### config.mk
export PLATFORM = sky130hd
export DESIGN_NAME = rv32i_regfile_write_arbiter_flat
export DESIGN_NICKNAME = d
export VERILOG_FILES = /design/src/rtl/rv32i_regfile_write_arbiter_if.sv /design/src/rtl/rv32i_regfile_write_arbiter.sv /design/src/flat_wrapper.sv
export SDC_FILE = /design/constraint.sdc
export NUM_CORES = 1
export LEC_CHECK = 0
export BUFFER_PORTS_ARGS = -buffer_cell sky130_fd_sc_hd__buf_2
export CORE_MARGIN = 2
export CORE_UTILIZATION = 49
export DETAILED_ROUTE_END_ITERATION = 16
export GPL_TIMING_DRIVEN = 0
export HOLD_SLACK_MARGIN = 0.03
export PLACE_DENSITY = 0.88
export SYNTH_ARGS = -nofsm -noshare
export SYNTH_HDL_FRONTEND = slang
export SYNTH_SLANG_ARGS = --single-unit
### constraint.sdc
create_clock -name clk -period 4.95 [get_ports clk]
set_input_delay 0.7425 -clock clk [delete_from_list [all_inputs] [get_ports clk]]
set_output_delay 0.7425 -clock clk [all_outputs]
set_load 0.01 [all_outputs]
### src/rtl/rv32i_regfile_write_arbiter_if.sv
// Writeback request bundle: NUM_REQ packed requesters sharing one
// register-file write port via valid/ready.
`timescale 1ns/1ps
interface rv32i_regfile_write_arbiter_if #(
  parameter int NUM_REQ = 3,
  parameter int AW      = 5,
  parameter int DW      = 32
);
  logic [NUM_REQ-1:0]    req_valid;
  logic [NUM_REQ*AW-1:0] req_addr;
  logic [NUM_REQ*DW-1:0] req_data;
  logic [NUM_REQ-1:0]    req_ready;

  modport master (
    output req_valid,
    output req_addr,
    output req_data,
    input  req_ready
  );

  modport slave (
    input  req_valid,
    input  req_addr,
    input  req_data,
    output req_ready
  );
endinterface

### src/rtl/rv32i_regfile_write_arbiter.sv
// Register-file write-port arbiter with pending-write scoreboard.
// Define RF_ARB_FIXED_PRIO_EN for fixed priority (default: round-robin).
`timescale 1ns/1ps
module rv32i_regfile_write_arbiter #(
  parameter  int NUM_REQ        = 3,
  parameter  int NUM_OF_SETS    = 32,
  parameter  int DATA_BUS_WIDTH = 32,
  localparam int AW             = $clog2(NUM_OF_SETS),
  localparam int DW             = DATA_BUS_WIDTH
) (
  input  logic                   clk,
  input  logic                   rst,
  rv32i_regfile_write_arbiter_if.slave req,
  output logic                   rf_wr_enable,
  output logic [AW-1:0]          rf_wr_addr,
  output logic [DW-1:0]          rf_wr_data,
  input  logic                   rsv_valid,
  input  logic [AW-1:0]          rsv_addr,
  output logic [NUM_OF_SETS-1:0] pending
);

  localparam int PW = $clog2(NUM_REQ);

  logic [NUM_REQ-1:0]     vld;
  logic [NUM_REQ-1:0]     gnt;
  logic                   hs;
  logic [AW-1:0]          sel_addr;
  logic [DW-1:0]          sel_data;
  logic [NUM_OF_SETS-1:0] set_mask;
  logic [NUM_OF_SETS-1:0] clr_mask;
  logic [NUM_OF_SETS-1:0] pend_q;
  logic [NUM_OF_SETS-1:0] pend_nxt;

  function automatic logic [NUM_REQ-1:0] first_set(
    input logic [NUM_REQ-1:0] v
  );
    logic [NUM_REQ-1:0] r;
    r = '0;
    for (int i = NUM_REQ - 1; i >= 0; i--) begin
      if (v[i]) begin
        r    = '0;
        r[i] = 1'b1;
      end
    end
    return r;
  endfunction

  // Requests are masked while in reset so nothing is granted.
  assign vld = req.req_valid & {NUM_REQ{rst}};

`ifdef RF_ARB_FIXED_PRIO_EN

  always_comb begin
    gnt = first_set(vld);
  end

`else

  logic [PW-1:0]      ptr;
  logic [PW-1:0]      gnt_idx;
  logic [NUM_REQ-1:0] hi_mask;
  logic [NUM_REQ-1:0] vld_hi;

  always_comb begin
    hi_mask = '0;
    for (int i = 0; i < NUM_REQ; i++) begin
      hi_mask[i] = (PW'(i) >= ptr);
    end
  end

  // Scan from ptr upward first, then wrap to the low requesters.
  assign vld_hi = vld & hi_mask;

  always_comb begin
    if (|vld_hi) begin
      gnt = first_set(vld_hi);
    end else begin
      gnt = first_set(vld);
    end
  end

  always_comb begin
    gnt_idx = '0;
    for (int i = 0; i < NUM_REQ; i++) begin
      if (gnt[i]) begin
        gnt_idx = gnt_idx | PW'(i);
      end
    end
  end

  always_ff @(posedge clk or negedge rst) begin
    if (!rst) begin
      ptr <= '0;
    end else if (hs) begin
      if (gnt_idx == PW'(NUM_REQ - 1)) begin
        ptr <= '0;
      end else begin
        ptr <= gnt_idx + 1'b1;
      end
    end
  end

`endif

  assign hs            = |gnt;
  assign req.req_ready = gnt;

  always_comb begin
    sel_addr = '0;
    sel_data = '0;
    for (int i = 0; i < NUM_REQ; i++) begin
      if (gnt[i]) begin
        sel_addr = sel_addr | req.req_addr[i*AW +: AW];
        sel_data = sel_data | req.req_data[i*DW +: DW];
      end
    end
  end

  always_ff @(posedge clk or negedge rst) begin
    if (!rst) begin
      rf_wr_enable <= 1'b0;
      rf_wr_addr   <= '0;
      rf_wr_data   <= '0;
    end else begin
      rf_wr_enable <= hs && (sel_addr != '0);
      if (hs) begin
        rf_wr_addr <= sel_addr;
        rf_wr_data <= sel_data;
      end
    end
  end

  always_comb begin
    set_mask = '0;
    clr_mask = '0;
    if (rsv_valid) begin
      set_mask[rsv_addr] = 1'b1;
    end
    if (hs) begin
      clr_mask[sel_addr] = 1'b1;
    end
  end

  // A same-cycle reservation beats the retiring write; x0 never pends.
  always_comb begin
    pend_nxt    = (pend_q & ~clr_mask) | set_mask;
    pend_nxt[0] = 1'b0;
  end

  always_ff @(posedge clk or negedge rst) begin
    if (!rst) begin
      pend_q <= '0;
    end else begin
      pend_q <= pend_nxt;
    end
  end

  assign pending = pend_q;

endmodule
### src/flat_wrapper.sv
// flat-port wrapper written by rule: the top's interface ports become plain ports
module rv32i_regfile_write_arbiter_flat 
#(
  parameter  int NUM_REQ        = 3,
  parameter  int NUM_OF_SETS    = 32,
  parameter  int DATA_BUS_WIDTH = 32,
  localparam int AW             = $clog2(NUM_OF_SETS),
  localparam int DW             = DATA_BUS_WIDTH
)
  (clk, rst, rf_wr_enable, rf_wr_addr, rf_wr_data, rsv_valid, rsv_addr, pending, req_req_valid, req_req_addr, req_req_data, req_req_ready);
  rv32i_regfile_write_arbiter_if #(.NUM_REQ(NUM_REQ)) req_i ();
  input  logic clk;
  input  logic rst;
  output logic rf_wr_enable;
  output logic [AW-1:0] rf_wr_addr;
  output logic [DW-1:0] rf_wr_data;
  input  logic rsv_valid;
  input  logic [AW-1:0] rsv_addr;
  output logic [NUM_OF_SETS-1:0] pending;
  input wire logic [$bits(req_i.req_valid)-1:0] req_req_valid;
  input wire logic [$bits(req_i.req_addr)-1:0] req_req_addr;
  input wire logic [$bits(req_i.req_data)-1:0] req_req_data;
  output wire logic [$bits(req_i.req_ready)-1:0] req_req_ready;
  assign req_i.req_valid = req_req_valid;
  assign req_i.req_addr = req_req_addr;
  assign req_i.req_data = req_req_data;
  assign req_req_ready = req_i.req_ready;
  rv32i_regfile_write_arbiter #(.NUM_REQ(NUM_REQ), .NUM_OF_SETS(NUM_OF_SETS), .DATA_BUS_WIDTH(DATA_BUS_WIDTH)) u_core (.clk(clk), .rst(rst), .req(req_i), .rf_wr_enable(rf_wr_enable), .rf_wr_addr(rf_wr_addr), .rf_wr_data(rf_wr_data), .rsv_valid(rsv_valid), .rsv_addr(rsv_addr), .pending(pending));
endmodule
==> impl_results.md <==
- Status: complete, no violations
- Post-DP HPWL: 9.343 mm
- Post-cts resize count: 0
- DRC viols: 0
- Fin crit period: about 4100 ps
- Cell Rows: 31
- Sw Share: between 30% and 40%
- Internal power: ~0.0015 W
- Cell family with the largest share of critical-path delay: buffers and inverters
- Power Total: 0.002361 W
- Cts hold-fix bufs: 0
- Gpl congestion: 0.9019
- CTS tree: built
- DRT iter0 DRCs: 332
- Clk network pwr share: between 20% and 30%
- Final setup vio count: 0
- Commonest non-fill, non-tap cells in the layout: buf_2, dfrtp_1, a21oi_1
- Min-delay src: u_core.pending[8]
- CP startpoint: rst
- CTS Root Cell: clkbuf_8
- DRT antenna net count: 0
- Measured slew at the worst slew-check pin: between 900 and 1000 ps
- DP Cell Count: approximately 670
- Pwr Density: 472.6 nW/um^2
- Max-cap violations: 0
- Crit path max fanout: 72
- Setup_tns: 0 ps
- Worst r2r src: u_core.ptr[1]
- Ys Warns: 0
- Clock Path Buffers: 2
- Mapped cell area: 3664 sq um
- Non-filler cells, final: 690
- Avg Cell Area, Syn: roughly 9.6 sq um
- Lkg Pwr: about 2.4 nW
- Slowest-stage cell, CP: buf_4
- First drt pass iteration count: 7
- Total gr overflow: 0
- Crit end category: output pin
- Drt wl/cell: roughly 18 um
- Total CTS buffers: 9
- Synth cell types: 37
- FMAX: about 250 MHz
- Vias per inst: 5.961
- Diode count: 0
- Setup CP Type: in2out
- Routed wire length: 12.27 mm
- CP arrival: approximately 3300 ps
- Gr usage total: 29.94%
- Mapped Cells: about 380
- Layout cells sized above 1: about 40%
- Die width: ~90 um
- Critical path launch point type: primary input
- I/O Buffers: 192
- Combinational share of power: between 30% and 40%
- Starting Density: 50.51%
- Commonest non-fill, non-tap cell in the layout: buf_2
- Core Util, Final: about 70%
- H-tree depth: 3
- Sequential share of power: 37.9%
- Final net count: 708
- Clock sinks: just over 70
- Slew margin rel.: a little over a third
- Max incr delay on CP: roughly 680 ps
- Syn_nets: 505
- Core area: slightly above 7000 sq um
- Worst path bufs/invs: 5
- Worst-skew pair later-pin latency: 350 ps
- First-pass GRT wire length: between 15 and 20 mm
- Final period utilization: 81.90%
- Worst Path Required: about 4200 ps
- Largest net degree at the start of global routing: 73
- Register bit total from synthesis: just over 70
- Via count: 4113
- Hold Vio Cnt, Final: 0
- Die H: around 90 um
- Ports: just under 200
- Syn-to-layout area delta: 36.37%
- Worst-path clk slew: 80 ps
- Maximum vdd drop: between 200 and 250 uV
- Vias in the first global route: approximately 4000
- Type of the worst min-delay path: reg2reg
- Clock skew: 9.221 ps
- Number of post-CTS setup repair buffers: 0
- Unrepaired setup endpoints after global routing: false
- Pins Over Slew Limit: 0
- Switching power: about 0.00088 W
- Die area: ~8200 sq um
- Initial antenna violation count: 0
- CP Cell Sequence: buf_4 > clkbuf_1 > nand2_1 > a221oi_2 > buf_4 > clkbuf_1 > buf_2
- Seq/Total Area, Yosys: between 40% and 50%
-- per-layer routing --
metal	wire length (um)	track usage (%)
met1	4653	36.58
met2	6210	50.87
met3	960	5.760
met4	442	14.36
met5	0	0
-- layout make-up --
class	instances	area (sq um)
fillers	586	2257
flip-flops and latches	71	1777
multi-input cells	254	1633
repair buffers	192	963.4
plain buffers	34	163.9
clock buffers	10	137.6
well taps	99	123.9
clock inverters	6	107.6
inverters	24	90.09
-- registers in the layout, summed over array words and instances (netlist names) --
signal,flops
u_core.ptr,2
u_core.pending,31
u_core.rf_wr_data,32
u_core.rf_wr_enable,1
u_core.rf_wr_addr,5
-- synth_stat cells (all sizes together) --
| master | number | area (sq um) |
|---|---|---|
| dfrtp | 71 | 1777 |
| a21oi | 40 | 200.2 |
| nor2 | 35 | 131.4 |
| a222oi | 32 | 320.3 |
| nand2 | 29 | 108.9 |
| inv | 24 | 90.09 |
| o21ai | 23 | 115.1 |
| buf | 18 | 103.9 |
| clkbuf | 16 | 60.06 |
| o211ai | 15 | 112.6 |
| a221o | 14 | 140.1 |
| a21boi | 9 | 67.56 |
| nand3 | 9 | 60.06 |
| nor3 | 7 | 35.03 |
| a211oi | 6 | 50.05 |
| a221oi | 6 | 58.80 |
| and3b | 4 | 35.03 |
| and4 | 4 | 35.03 |
| nor3b | 4 | 30.03 |
| a2bb2oi | 3 | 26.28 |
| nand4 | 3 | 18.77 |
| and3 | 2 | 12.51 |
| a31oi | 1 | 21.27 |
| conb | 1 | 3.750 |
| nand2b | 1 | 6.260 |
| nor2b | 1 | 6.260 |
| or2 | 1 | 6.260 |
| or2b | 1 | 7.510 |
| or3 | 1 | 6.260 |
| or3b | 1 | 8.760 |
| xor2 | 1 | 8.760 |
-- final timing paths --
check	slack, ps	end	cells after the start
max reg2reg	2380	u_core.rf_wr_addr[3]	7
min in group asynchronous	530	u_core.pending[26]	1
max	900	req_req_ready[0]	7
min	510	u_core.pending[8]	2
max in group asynchronous	3840	u_core.rf_wr_data[22]	1
min reg2reg	510	u_core.pending[8]	2
-- cell families after synthesis --
family                    Yosys count  synth area share, %
buffers and inverters              58                6.933
xor gates and xnor gates            1               0.2391
DFF                                71                48.50
and+or+nand+nor                   103                13.87
other                               1               0.1024
AOI/OAI and AO/OA                 149                30.36
-- worst register-to-register path, cell delays in order, from the launching register on --
cell	delay (ps)
dfrtp_1	370
buf_4	160
or2b_1	300
a211oi_2	720
or3_1	260
buf_2	230
buf_2	260
o21ai_0	110
-- power by group through the flow --
stage	Combinational, W	Sequential, W	Clock (W)
after floorplan	0.000400	0.000984	0
after global routing	0.000971	0.000919	0.000598
after CTS	0.000890	0.000893	0.000578
after detailed placement	0.000888	0.000902	0
after global placement	0.000863	0.000893	0
final	0.000893	0.000896	0.000572
-- per-stage QoR --
step           hold slack (ps)  area [sq um]  worst slack [ps]
5_1_grt                  543.1          4996             573.5
2_1_floorplan            446.9          3664              2217
3_5_place_dp             502.9          4751             859.9
6_report                 512.5          4996             895.9
3_3_place_gp             501.5          4748             465.7
4_1_cts                  515.1          4996             870.7
Note: power is estimated with default switching activity, not from simulation.
